`config.mk`:
```
export PLATFORM = sky130hd
export DESIGN_NAME = vmem_write_arbiter_flat
export DESIGN_NICKNAME = d
export VERILOG_FILES = /design/src/rtl/vmem_write_arbiter_if.sv /design/src/rtl/vmem_write_arbiter.sv /design/src/flat_wrapper.sv
export SDC_FILE = /design/constraint.sdc
export NUM_CORES = 1
export LEC_CHECK = 0
export ABC_AREA = 1
export ABC_CLOCK_PERIOD_IN_PS = 2200
export CAP_MARGIN = 25
export CORE_MARGIN = 2
export CORE_UTILIZATION = 44
export DETAILED_ROUTE_END_ITERATION = 10
export PLACE_DENSITY = 0.81
export SLEW_MARGIN = 20
export SYNTH_ARGS = -nofsm -noshare
export SYNTH_HDL_FRONTEND = slang
export SYNTH_SLANG_ARGS = --single-unit
```
`constraint.sdc`:
```
create_clock -name clk -period 2.2 [get_ports clk]
set_input_delay 0.33 -clock clk [delete_from_list [all_inputs] [get_ports clk]]
set_output_delay 0.33 -clock clk [all_outputs]
set_load 0.1 [all_outputs]
```
`src/rtl/vmem_write_arbiter_if.sv`:
```
// Handshake and BRAM write-port bundle for vmem_write_arbiter.
// master = requester/memory side, slave = the arbiter.
interface vmem_write_arbiter_if #(
  parameter int NUM_REQ    = 2,
  parameter int DATA_WIDTH = 32,
  parameter int MASK       = 1,
  parameter int MEM_DEPTH  = 10,
  parameter int MVL        = 32,
  parameter int MAX_STRIDE = 16
);
  localparam int SW  = $clog2(MAX_STRIDE + 1) + 1;
  localparam int VLW = $clog2(MVL + 1) + 1;
  localparam int EW  = DATA_WIDTH + MASK;

  logic [NUM_REQ-1:0]           req_valid;
  logic [NUM_REQ-1:0]           req_ready;
  logic [NUM_REQ*MEM_DEPTH-1:0] req_base;
  logic [NUM_REQ*SW-1:0]        req_stride;
  logic [NUM_REQ*VLW-1:0]       req_vl;
  logic [NUM_REQ-1:0]           data_valid;
  logic [NUM_REQ*EW-1:0]        data_in;
  logic [NUM_REQ-1:0]           data_ready;
  logic [MEM_DEPTH-1:0]         mem_addr_write;
  logic [DATA_WIDTH-1:0]        mem_data;
  logic                         mem_w_en;
  logic                         busy;
  logic [NUM_REQ-1:0]           done;

  modport master (
    output req_valid, req_base, req_stride, req_vl, data_valid, data_in,
    input  req_ready, data_ready, mem_addr_write, mem_data, mem_w_en, busy, done
  );
  modport slave (
    input  req_valid, req_base, req_stride, req_vl, data_valid, data_in,
    output req_ready, data_ready, mem_addr_write, mem_data, mem_w_en, busy, done
  );
endinterface

```
`src/rtl/vmem_write_arbiter.sv`:
```
// Round-robin arbiter sharing one BRAM write port among NUM_REQ strided vector store streams.
// Define VMEM_ARB_FIXED_PRIO_EN for fixed lowest-index-wins grant selection instead.
module vmem_write_arbiter #(
  parameter int NUM_REQ    = 2,
  parameter int DATA_WIDTH = 32,
  parameter int MASK       = 1,
  parameter int MEM_DEPTH  = 10,
  parameter int MVL        = 32,
  parameter int MAX_STRIDE = 16
) (
  input  logic                      clk,
  input  logic                      rst,
  vmem_write_arbiter_if.slave       bus,
  output logic [1:0]                dbg_state
);
  localparam int SW  = $clog2(MAX_STRIDE + 1) + 1;
  localparam int VLW = $clog2(MVL + 1) + 1;
  localparam int EW  = DATA_WIDTH + MASK;
  localparam int GW  = (NUM_REQ > 1) ? $clog2(NUM_REQ) : 1;

  typedef enum logic [1:0] {IDLE = 2'd0, BURST = 2'd1, DONE = 2'd2} state_t;

  state_t               state, state_next;
  logic [GW-1:0]        gnt, pick;
  logic                 pick_found;
  logic [MEM_DEPTH-1:0] addr, pick_base;
  logic [SW-1:0]        stride_r, pick_stride, raw_stride;
  logic [VLW-1:0]       vl_r, cnt, pick_vl, raw_vl;
  logic [EW-1:0]        elem;
  logic                 consume, last_elem;
`ifndef VMEM_ARB_FIXED_PRIO_EN
  logic [GW-1:0]        last;
`endif

  assign dbg_state = state;

  // Grant search: round-robin starts just after the last served requester.
  always_comb begin
    logic [GW-1:0] idx;
    pick_found = 1'b0;
    pick       = '0;
    for (int i = 0; i < NUM_REQ; i++) begin
`ifdef VMEM_ARB_FIXED_PRIO_EN
      idx = GW'(i);
`else
      idx = GW'((int'(last) + 1 + i) % NUM_REQ);
`endif
      if (!pick_found && bus.req_valid[idx]) begin
        pick_found = 1'b1;
        pick       = idx;
      end
    end
  end

  always_comb begin
    pick_base   = '0;
    raw_stride  = '0;
    raw_vl      = '0;
    elem        = '0;
    for (int i = 0; i < NUM_REQ; i++) begin
      if (pick == GW'(i)) begin
        pick_base  = bus.req_base[i*MEM_DEPTH +: MEM_DEPTH];
        raw_stride = bus.req_stride[i*SW +: SW];
        raw_vl     = bus.req_vl[i*VLW +: VLW];
      end
      if (gnt == GW'(i)) elem = bus.data_in[i*EW +: EW];
    end
    pick_stride = (raw_stride > SW'(MAX_STRIDE)) ? SW'(MAX_STRIDE) : raw_stride;
    pick_vl     = (raw_vl > VLW'(MVL)) ? VLW'(MVL) : raw_vl;
  end

  // Handshakes: a transfer happens on a rising edge where valid and ready are both high;
  // ready is a combinational function of state, grant and (for req_ready) req_valid.
  always_comb begin
    state_next     = state;
    bus.req_ready  = '0;
    bus.data_ready = '0;
    consume        = 1'b0;
    last_elem      = 1'b0;
    case (state)
      IDLE: begin
        if (pick_found) begin
          bus.req_ready[pick] = 1'b1;
          state_next = (pick_vl == '0) ? DONE : BURST;
        end
      end
      BURST: begin
        bus.data_ready[gnt] = 1'b1;
        consume   = bus.data_valid[gnt];
        last_elem = (cnt == vl_r - VLW'(1));
        if (consume && last_elem) state_next = DONE;
      end
      DONE:    state_next = IDLE;
      default: state_next = IDLE;
    endcase
    if (rst) begin
      bus.req_ready  = '0;
      bus.data_ready = '0;
      consume        = 1'b0;
    end
  end

  always_ff @(posedge clk) begin
    if (rst) begin
      state              <= IDLE;
      gnt                <= '0;
      addr               <= '0;
      stride_r           <= '0;
      vl_r               <= '0;
      cnt                <= '0;
      bus.mem_addr_write <= '0;
      bus.mem_data       <= '0;
      bus.mem_w_en       <= 1'b0;
      bus.busy           <= 1'b0;
      bus.done           <= '0;
`ifndef VMEM_ARB_FIXED_PRIO_EN
      last               <= GW'(NUM_REQ - 1);
`endif
    end else begin
      state        <= state_next;
      bus.busy     <= (state_next != IDLE);
      bus.mem_w_en <= 1'b0;
      bus.done     <= '0;
      if (state == IDLE && pick_found) begin
        gnt      <= pick;
        addr     <= pick_base;
        stride_r <= pick_stride;
        vl_r     <= pick_vl;
        cnt      <= '0;
        if (pick_vl == '0) bus.done[pick] <= 1'b1;
      end
      // Masked-off elements still advance the address and count.
      if (consume) begin
        bus.mem_addr_write <= addr;
        bus.mem_data       <= elem[DATA_WIDTH-1:0];
        bus.mem_w_en       <= elem[EW-1];
        addr               <= addr + MEM_DEPTH'(stride_r);
        cnt                <= cnt + VLW'(1);
        if (last_elem) bus.done[gnt] <= 1'b1;
      end
`ifndef VMEM_ARB_FIXED_PRIO_EN
      if (state == DONE) last <= gnt;
`endif
    end
  end
endmodule

```
`src/flat_wrapper.sv`:
```
// flat-port wrapper written by rule: the top's interface ports become plain ports
module vmem_write_arbiter_flat 
#(
  parameter int NUM_REQ    = 2,
  parameter int DATA_WIDTH = 32,
  parameter int MASK       = 1,
  parameter int MEM_DEPTH  = 10,
  parameter int MVL        = 32,
  parameter int MAX_STRIDE = 16
)
  (clk, rst, dbg_state, bus_req_valid, bus_req_base, bus_req_stride, bus_req_vl, bus_data_valid, bus_data_in, bus_req_ready, bus_data_ready, bus_mem_addr_write, bus_mem_data, bus_mem_w_en, bus_busy, bus_done);
  vmem_write_arbiter_if #(.NUM_REQ(NUM_REQ), .DATA_WIDTH(DATA_WIDTH), .MASK(MASK), .MEM_DEPTH(MEM_DEPTH), .MVL(MVL), .MAX_STRIDE(MAX_STRIDE)) bus_i ();
  input  logic clk;
  input  logic rst;
  output logic [1:0] dbg_state;
  input wire logic [$bits(bus_i.req_valid)-1:0] bus_req_valid;
  input wire logic [$bits(bus_i.req_base)-1:0] bus_req_base;
  input wire logic [$bits(bus_i.req_stride)-1:0] bus_req_stride;
  input wire logic [$bits(bus_i.req_vl)-1:0] bus_req_vl;
  input wire logic [$bits(bus_i.data_valid)-1:0] bus_data_valid;
  input wire logic [$bits(bus_i.data_in)-1:0] bus_data_in;
  output wire logic [$bits(bus_i.req_ready)-1:0] bus_req_ready;
  output wire logic [$bits(bus_i.data_ready)-1:0] bus_data_ready;
  output wire logic [$bits(bus_i.mem_addr_write)-1:0] bus_mem_addr_write;
  output wire logic [$bits(bus_i.mem_data)-1:0] bus_mem_data;
  output wire logic [$bits(bus_i.mem_w_en)-1:0] bus_mem_w_en;
  output wire logic [$bits(bus_i.busy)-1:0] bus_busy;
  output wire logic [$bits(bus_i.done)-1:0] bus_done;
  assign bus_i.req_valid = bus_req_valid;
  assign bus_i.req_base = bus_req_base;
  assign bus_i.req_stride = bus_req_stride;
  assign bus_i.req_vl = bus_req_vl;
  assign bus_i.data_valid = bus_data_valid;
  assign bus_i.data_in = bus_data_in;
  assign bus_req_ready = bus_i.req_ready;
  assign bus_data_ready = bus_i.data_ready;
  assign bus_mem_addr_write = bus_i.mem_addr_write;
  assign bus_mem_data = bus_i.mem_data;
  assign bus_mem_w_en = bus_i.mem_w_en;
  assign bus_busy = bus_i.busy;
  assign bus_done = bus_i.done;
  vmem_write_arbiter #(.NUM_REQ(NUM_REQ), .DATA_WIDTH(DATA_WIDTH), .MASK(MASK), .MEM_DEPTH(MEM_DEPTH), .MVL(MVL), .MAX_STRIDE(MAX_STRIDE)) u_core (.clk(clk), .rst(rst), .bus(bus_i), .dbg_state(dbg_state));
endmodule
```
; Word-level counts from Yosys, hierarchy flattened
; Cells that the tools add are included.
; Widths: inputs -> output; s select.
[word_totals]
register_bits = 80
latch_bits = 0
ramBits = 0
romBits = 0
input_bits = 118
output_inout_bits = 52
word_cells = 82
n_memories = 0
[op_classes]
add_sub_neg = 5
mul = 0
div_mod_pow = 0
n_lt_le_gt_ge = 8
n_eq_ne = 3
shift = 0
muxes = 41
bitwise = 2
reduce_logical = 11
[ops]
columns = op, count
row1 = $mux 33, 1
row2 = $mux 10, 3
row3 = $mux 7, 4
row4 = $mux 2, 13
row5 = $mux 1, 15
row6 = $mux 6, 2
row7 = $add 10x6->10, 1
row8 = $lt 1x2->1 const B, 4
row9 = $add 7x1->7 const B, 1
row10 = $eq 7x7->1, 1
row11 = $gt 7x6->1 const B, 1
row12 = $logic_not 7->1, 1
row13 = $sub 7x1->7 const B, 1
row14 = $gt 6x5->1 const B, 1
row15 = $logic_and 1x1->1, 5
row16 = $pmux 2 s2, 1
row17 = $reduce_bool 2->1, 2
row18 = $add 1x1->1 const B, 2
row19 = $demux 1 s1, 2
row20 = $eq 2x1->1 const B, 1
row21 = $eq 2x2->1 const B, 1
row22 = $ge 1x1->1 const B, 2
row23 = $logic_not 2->1, 1
row24 = $or 2x2->2, 1
row25 = 3 further kinds, 3

; Logic depth before layout (Yosys ltp)
; Gate-level depths: netlist (run 1).
[depth]
depth_word = 17
depth_mapped = 13
mapped_depth_nobuf = 13

; Worst setup path before layout (run 1)
; OpenSTA, ideal clock, no wires.
[synth_path]
path_kind = reg-to-output
from = register u_core.state[0], in the netlist u_core.dbg_state[0]
to = output bus_data_ready[0]
t_arrival_ns = 3.304
required_time_ns = 1.870
setup_slack_ns = -1.434
stages_incl_launch_ff = 3
path_buffers = 0
cell_sequence = dfxtp_1 > nand2_1 > nor3_1
[synth_between]
elab_chain_len = 3
[synth_lines]
columns = item, line_no
row1 = start: declaration, vmem_write_arbiter.sv:23  ; state_t state, state_next;
row2 = start signal: assignment, vmem_write_arbiter.sv:120  ; state <= state_next;
row3 = $eq 2x1->1, vmem_write_arbiter.sv:80  ; case (state)
row4 = $mux 2, vmem_write_arbiter.sv:80
row5 = $mux 2, vmem_write_arbiter.sv:96  ; if (rst) begin
row6 = end: declaration, flat_wrapper.sv:23  ; output wire logic [$bits(bus_i.data_ready)-1:0] bus_data_ready;
; Every way passes these cells.

; Worst setup path after layout (run 1)
[layout_path]
from = input rst
to = output bus_req_ready[1]
[layout_between]
elab_chain_len = 1
[layout_lines]
columns = item, line_no
row1 = start: declaration, flat_wrapper.sv:14  ; input logic rst;
row2 = $mux 2, vmem_write_arbiter.sv:96
row3 = end: declaration, flat_wrapper.sv:22  ; output wire logic [$bits(bus_i.req_ready)-1:0] bus_req_ready;
; Every way passes these cells.

==> impl_metrics.py, run 1 <==
metrics = {
    "floorplan": {
        "die_w_um": 103,
        "ioPinCount": 170,
        "dieHeight_um": 103,
        "die-area_mm2": 0.0105,
        "floorplan.rows": 36,
        "initial_core_util": 0.447,
        "coreArea_mm2": 0.00959,
    },
    "timing": {
        "finalHoldViolCount": 0,
        "fin_tns_setup_ns": 0,
        "slew_headroom": 0.544,
        "tightest_slew_ns": 0.684,
        "rsz0062_at_grt": "no",
        "skew_ns": 0.00772,
        "setup_viol": 0,
        "fin_crit_sh": 0.910,
        "min_period_ns": 2.00,
        "timing.fmax_mhz": 499,
        "maxSlewViolCount": 0,
    },
    "logic_synthesis": {
        "ys.flop_type": "dfxtp_1",
        "netlist_instances": 634,
        "ys_seq_area_frac": 0.374,
        "synth_top_family_by_area": "simple AND/OR/NAND/NOR gates",
        "syn_nets": 761,
        "synth_xor_area_frac": 0.0163,
        "synth_cell_types": 39,
        "synthMuxAreaShare": 0,
        "synth_edf_count": 0,
        "synthArstFlopShare": 0,
        "yosys-top-cells-area": "dfxtp_1 37%, nand2_1 13%, nor2_1 9.1%",
        "synth_compound_area_frac": 0.166,
        "ys_seq_elements": 80,
        "syn_area_mm2": 0.00429,
        "synth_warnings": 0,
        "syn_area_per_cell_um2": 6.76,
        "synthAdderAreaFrac": 0.0280,
        "synth_area_leader_cell": "dfxtp_1",
        "synth_top_area_frac": 0.374,
        "yosys.area_share.simple": 0.318,
    },
    "power_and_ir_drop": {
        "p_per_area_mw_per_mm2": 608,
        "p_leak_uw": 0.00278,
        "ir_drop_uv": 292,
    },
    "cts": {
        "clock_sinks": 80,
        "post-cts-setup-buffers": 0,
        "ctsHoldBuffers": 0,
        "root_buffer": "clkbuf_8",
        "cts_buffer_depth": 2,
        "htree_num_levels": 3,
        "cts-buffers-inserted": 9,
        "cts_tree": "built",
        "cts-resized-gates": 0,
        "path_clk_slew_ns": 0.08,
        "clock_latency_ns": 0.35,
    },
    "grt": {
        "track_usage": 0.237,
        "grt_pass1_wl_mm": 19.6,
        "antenna_found_initial": 0,
        "grt_pass1_vias": 4267,
        "overflow": 0,
        "grt_max_degree": 46,
    },
    "route": {
        "vias": 4751,
        "routed.top_layer": "met4",
        "route.met3.wl_mm": 1.07,
        "drt_iter0_markers": 173,
        "antenna_left": 0,
        "wl_per_cell_um": 13.8,
        "vias_per_cell": 5.10,
        "drt-total-wl_mm": 12.9,
        "firstDrtPassIters": 5,
        "met2_wirelength_mm": 5.99,
        "drc": 0,
        "wl_met1_mm": 5.64,
    },
    "cells_and_area": {
        "fin_util": 0.648,
        "diodes": 0,
        "layout_common_cells": "147 x nand2_1, 117 x clkdlybuf4s50_1, 103 x nor2_1",
        "fillers": 861,
        "drive_gt1_frac": 0.129,
        "syn2layout_area_growth_pct": 45.1,
        "layout.nets": 921,
        "final_common_cell": "nand2_1",
    },
    "critical_path": {
        "crit_chain": "clkdlybuf4s50_1, buf_12, nor3_4, buf_12",
        "end_kind": "primary output",
        "crit_fanout": 21,
        "worst-path-buf-inv": 3,
        "cp_data_required_time_ns": 1.87,
        "path_common_cell": "buf_12",
        "slowest_delay_ns": 0.58,
        "cp_slowest_cell": "clkdlybuf4s50_1",
        "path_class": "input port to primary output",
        "cp-startpoint": "rst",
        "crit_arrival_ns": 1.67,
        "worstReg2RegStart": "u_core.dbg_state[1]",
        "cp_top_family": "buffers and inverters",
        "crit_path_start_kind": "input port",
    },
    "worst_hold_path": {
        "hp-class": "flop to flop",
        "min_from": "u_core.vl_r[6]",
    },
    "status": {
        "status": "finished, final reports clean",
    },
    "placement": {
        "globalplace.congestion": 0.879,
        "portBuffers": 169,
        "dp_hpwl_mm": 9.58,
    },
    "job": {
        "max_cap_viol_count": 0,
    },
}
## layout make-up
class | instances | area (um2) | share of cell area
clock inverters | 5 | 32.5 | 0.00523
repair buffers | 183 | 1740 | 0.280
multi-input cells | 460 | 2310 | 0.371
clock buffers | 11 | 141 | 0.0227
inverters | 60 | 228 | 0.0366
flip-flops and latches | 80 | 1600 | 0.258
well taps | 133 | 166 | 0.0267
## through the flow
stage | worst slack [ns] | cell area (um2) | power, uW | cells | hold slack (ns)
2_1_floorplan | 0.0126 | 4330 | 2410 | 634 | 0.429
3_5_place_dp | 0.166 | 6050 | 2840 | 916 | 0.451
5_1_grt | 0.143 | 6220 | 3970 | 932 | 0.489
4_1_cts | 0.198 | 6220 | 3810 | 932 | 0.463
3_3_place_gp | 0.233 | 6050 | 2820 | 916 | 0.444
6_report | 0.197 | 6220 | 3780 | 932 | 0.464
## worst register-to-register path: cells and delay by family, from the launching register on
kind / cells / cell delay, ns
flip-flops: 1 / 0.40
AO/OA/AOI/OAI: 2 / 0.34
AND/OR/NAND/NOR: 2 / 0.34
buffers and inverters: 4 / 0.65
## worst paths after layout
path / end / slack (ns) / depth (start not counted)
setup / recovery: bus_req_ready[1] / 0.20 / 4
hold / removal: u_core.vl_r[6] / 0.46 / 2
setup reg to reg: u_core.addr[1] / 0.36 / 8
hold reg to reg: u_core.vl_r[6] / 0.46 / 2
## state kept, by name, indices dropped and copies added (netlist names)
register / cells
u_core.addr: 10
u_core.bus.busy: 1
u_core.bus.done: 2
u_core.bus.mem_addr_write: 10
u_core.bus.mem_data: 32
u_core.bus.mem_w_en: 1
u_core.cnt: 7
u_core.dbg_state: 2
u_core.gnt: 1
u_core.last: 1
u_core.stride_r: 6
u_core.vl_r: 7
## cells by family (layout without fill, tap and decap cells)
family	after synthesis	in the layout
AND/OR/NAND/NOR	332	332
XOR/XNOR	8	8
AO/OA/AOI/OAI	111	111
adder cells (fa/ha/maj)	9	9
flip-flops	80	80
buffers and inverters	94	259
## routing by layer
metal	track usage	up-vias
met5	0	-
met4	0.0933	0
li1	-	2397
met3	0.0380	13
met1	0.294	2130
met2	0.410	211
## synthesized netlist by cell type, drive strengths merged, types with 2 or more instances
cell / instances
xor2: 5
o21ai: 29
a21oi: 33
nand4: 3
nand2: 150
o311ai: 2
clkbuf: 21
o32ai: 2
a31oi: 2
o22ai: 2
o31ai: 33
nor2: 105
buf: 13
ha: 8
nand3: 68
o211ai: 3
inv: 60
dfxtp: 80
xnor2: 3
nor3: 5
## report_power, final
group          internal [uW]  switching (uW)  total [uW]
combinational            437             786        1220
clock                    437             529         965
sequential              1530            61.6        1590
total                   2400            1380        3780
Note: power is estimated with default switching activity, not from simulation.
==> run 2: changes to the inputs <==
Settings changed: ABC_AREA 1 to unset, CELL_PAD_IN_SITES_DETAIL_PLACEMENT set to 1, CELL_PAD_IN_SITES_GLOBAL_PLACEMENT set to 2, CORE_UTILIZATION 44 to 24, PLACE_DENSITY 0.81 to unset, PLACE_DENSITY_LB_ADDON set to 0.1, RECOVER_POWER set to 100.
==> impl_metrics.py, run 2 <==
metrics = {
    "cts": {
        "path_clk_slew_ns": 0.06,
        "cts-buffers-inserted": 9,
        "post-cts-setup-buffers": 0,
        "cts_tree": "built",
        "cts-resized-gates": 0,
        "htree_num_levels": 3,
        "clock_sinks": 80,
        "clock_latency_ns": 0.34,
        "root_buffer": "clkbuf_16",
        "ctsHoldBuffers": 0,
        "cts_buffer_depth": 2,
    },
    "logic_synthesis": {
        "synth_xor_area_frac": 0.0325,
        "synthAdderAreaFrac": 0.0300,
        "ys_seq_elements": 80,
        "yosys-top-cells-area": "dfxtp_1 40%, mux2i_1 11%, a211oi_1 7.1%",
        "synth_cell_types": 58,
        "synth_top_family_by_area": "compound AO/OA/AOI/OAI gates",
        "synthMostInstantiatedCell": "dfxtp_1",
        "synthMuxAreaShare": 0.113,
        "synth_edf_count": 0,
        "synthArstFlopShare": 0,
        "ys_seq_area_frac": 0.400,
        "netlist_instances": 464,
        "syn_area_mm2": 0.00401,
        "ys.flop_type": "dfxtp_1",
        "synth_warnings": 0,
        "yosys.area_share.simple": 0.177,
        "syn_area_per_cell_um2": 8.64,
        "yosys-top-cells-count": "80 x dfxtp_1, 63 x nor2_1, 50 x nand2_1",
        "syn_nets": 591,
        "synth_top_area_frac": 0.400,
        "synth_area_leader_cell": "dfxtp_1",
        "synth_compound_area_frac": 0.205,
    },
    "floorplan": {
        "dieHeight_um": 133,
        "ioPinCount": 170,
        "floorplan.rows": 47,
        "initial_core_util": 0.243,
        "die-area_mm2": 0.0177,
        "die_w_um": 133,
        "coreArea_mm2": 0.0165,
    },
    "power_and_ir_drop": {
        "p_seq_frac": 0.345,
        "p_comb_frac": 0.315,
        "p_leak_uw": 0.00237,
        "p_int_uw": 3060,
        "p_clk_frac": 0.339,
        "ir_drop_uv": 356,
        "finalPower_uw": 4770,
        "p_sw_uw": 1710,
        "switching_share": 0.359,
        "p_per_area_mw_per_mm2": 781,
    },
    "timing": {
        "finalHoldViolCount": 0,
        "min_period_ns": 2.08,
        "setup_viol": 0,
        "tightest_slew_ns": 1.18,
        "skew_ns": 0.00475,
        "fin_crit_sh": 0.945,
        "holdWs_ns": 0.320,
        "fin_tns_setup_ns": 0,
        "rsz0062_at_grt": "no",
        "maxSlewViolCount": 0,
        "slew_headroom": 0.217,
        "timing.fmax_mhz": 481,
    },
    "critical_path": {
        "worst-path-buf-inv": 2,
        "cp_slowest_cell": "dlygate4sd3_1",
        "crit_chain": "dlygate4sd3_1, o21ba_1, nand2_1, nor2_2, buf_12",
        "crit_path_start_kind": "input port",
        "cp_top_family": "buffers and inverters",
        "cp_data_required_time_ns": 1.87,
        "worst-r2r-cell-count": 8,
        "endpoint": "bus_req_ready[0]",
        "critical_path_depth": 5,
        "r2r-end": "u_core.addr[8]",
        "end_kind": "primary output",
        "slowest_delay_ns": 0.59,
        "cp-startpoint": "bus_req_valid[0]",
        "crit_fanout": 6,
        "path_class": "input port to primary output",
        "worstReg2RegStart": "u_core.addr[0]",
        "crit_arrival_ns": 1.75,
        "reg2reg_slack_ns": 0.20,
    },
    "cells_and_area": {
        "syn2layout_area_growth_pct": 52.4,
        "diodes": 0,
        "final_common_cell": "clkdlybuf4s50_1",
        "layout.nets": 759,
        "drive_gt1_frac": 0.140,
        "regMostFlops": "u_core.bus.mem_data",
        "reg_top3": "u_core.bus.mem_data: 32 flops, u_core.addr: 10 flops, u_core.bus.mem_addr_write: 10 flops",
        "layout_common_cells": "115 x clkdlybuf4s50_1, 77 x dfxtp_1, 62 x nor2_1",
        "fin_util": 0.371,
        "largest_register_ffs": 32,
    },
    "grt": {
        "grt_pass1_vias": 4292,
        "track_usage": 0.159,
        "antenna_found_initial": 0,
        "overflow": 0,
        "grt_max_degree": 58,
        "grt_pass1_wl_mm": 22.4,
    },
    "placement": {
        "portBuffers": 169,
        "globalplace.congestion": 0.765,
        "dp_hpwl_mm": 10.6,
    },
    "worst_hold_path": {
        "hp-class": "input port to flop",
        "min_from": "rst",
    },
    "route": {
        "antenna_left": 0,
        "vias_per_cell": 4.64,
        "drt_iter0_markers": 102,
        "drc": 0,
        "vias": 3980,
        "firstDrtPassIters": 4,
        "drt-total-wl_mm": 13.8,
        "wl_per_cell_um": 16.1,
    },
    "job": {
        "max_cap_viol_count": 0,
    },
    "status": {
        "status": "finished, final reports clean",
    },
}
run 2: cell types whose count changed in the layout (fill, tap and decap cells not counted), moves of 42 or more:
cell and change:
inv_1 -44, nand3_1 -59, nand2_1 -97, buf_4 -49, clkbuf_2 +42, mux2i_1 +43
run 2: kinds of logic after synthesis:
| kind of cell | Yosys count |
|---|---|
| buf+inv | 38 |
| simple gates | 159 |
| fa+ha+maj | 9 |
| mux | 45 |
| compound gates | 119 |
| flops | 80 |
| xor+xnor | 14 |
run 2: through the flow:
step                std cells  worst slack (ns)  area (um2)
floorplan                 464             0.135        4020
global placement          841            0.0781        5930
detailed placement        841            0.0610        5930
CTS                       857             0.158        6250
global route              857            0.0457        6110
finish                    857             0.121        6110
run 2: worst min-delay path by stage:
stage	end	cells past startpoint	slack [ns]
finish	u_core.bus.busy	3	0.32
global route	u_core.bus.busy	3	0.33
CTS	u_core.bus.busy	3	0.31
detailed placement	u_core.bus.mem_addr_write[5]	2	0.45
global placement	u_core.bus.mem_addr_write[0]	2	0.45
floorplan	u_core.vl_r[1]	2	0.44
run 2: final cells by class:
class / instances / area, um2
Sequential cell: 80 / 1610
Timing Repair Buffer: 185 / 1630
Multi-Input combinational cell: 346 / 2240
Inverter: 10 / 37.5
Tap cell: 220 / 275
Clock inverter: 7 / 96.3
Fill cell: 1935 / 10400
Clock buffer: 9 / 225
run 2: routing by layer:
| metal | share of wire | track usage |
|---|---|---|
| met1 | 0.40 | 0.175 |
| met4 | 0.025 | 0.0496 |
| met2 | 0.53 | 0.291 |
| met3 | 0.046 | 0.0479 |
| met5 | 0 | 0 |
run 2: worst min-delay path: stages:
cell and delay [ns]:
buf_2 0.09, nor2_1 0.08, o21a_1 0.11
run 2: power groups by stage:
stage	Sequential, uW	Combinational, uW	Clock [uW]
2_1_floorplan	2200	513	0
3_3_place_gp	1680	1560	0
3_5_place_dp	1680	1580	0
4_1_cts	1650	1580	1690
5_1_grt	1670	1620	1750
6_report	1650	1500	1620
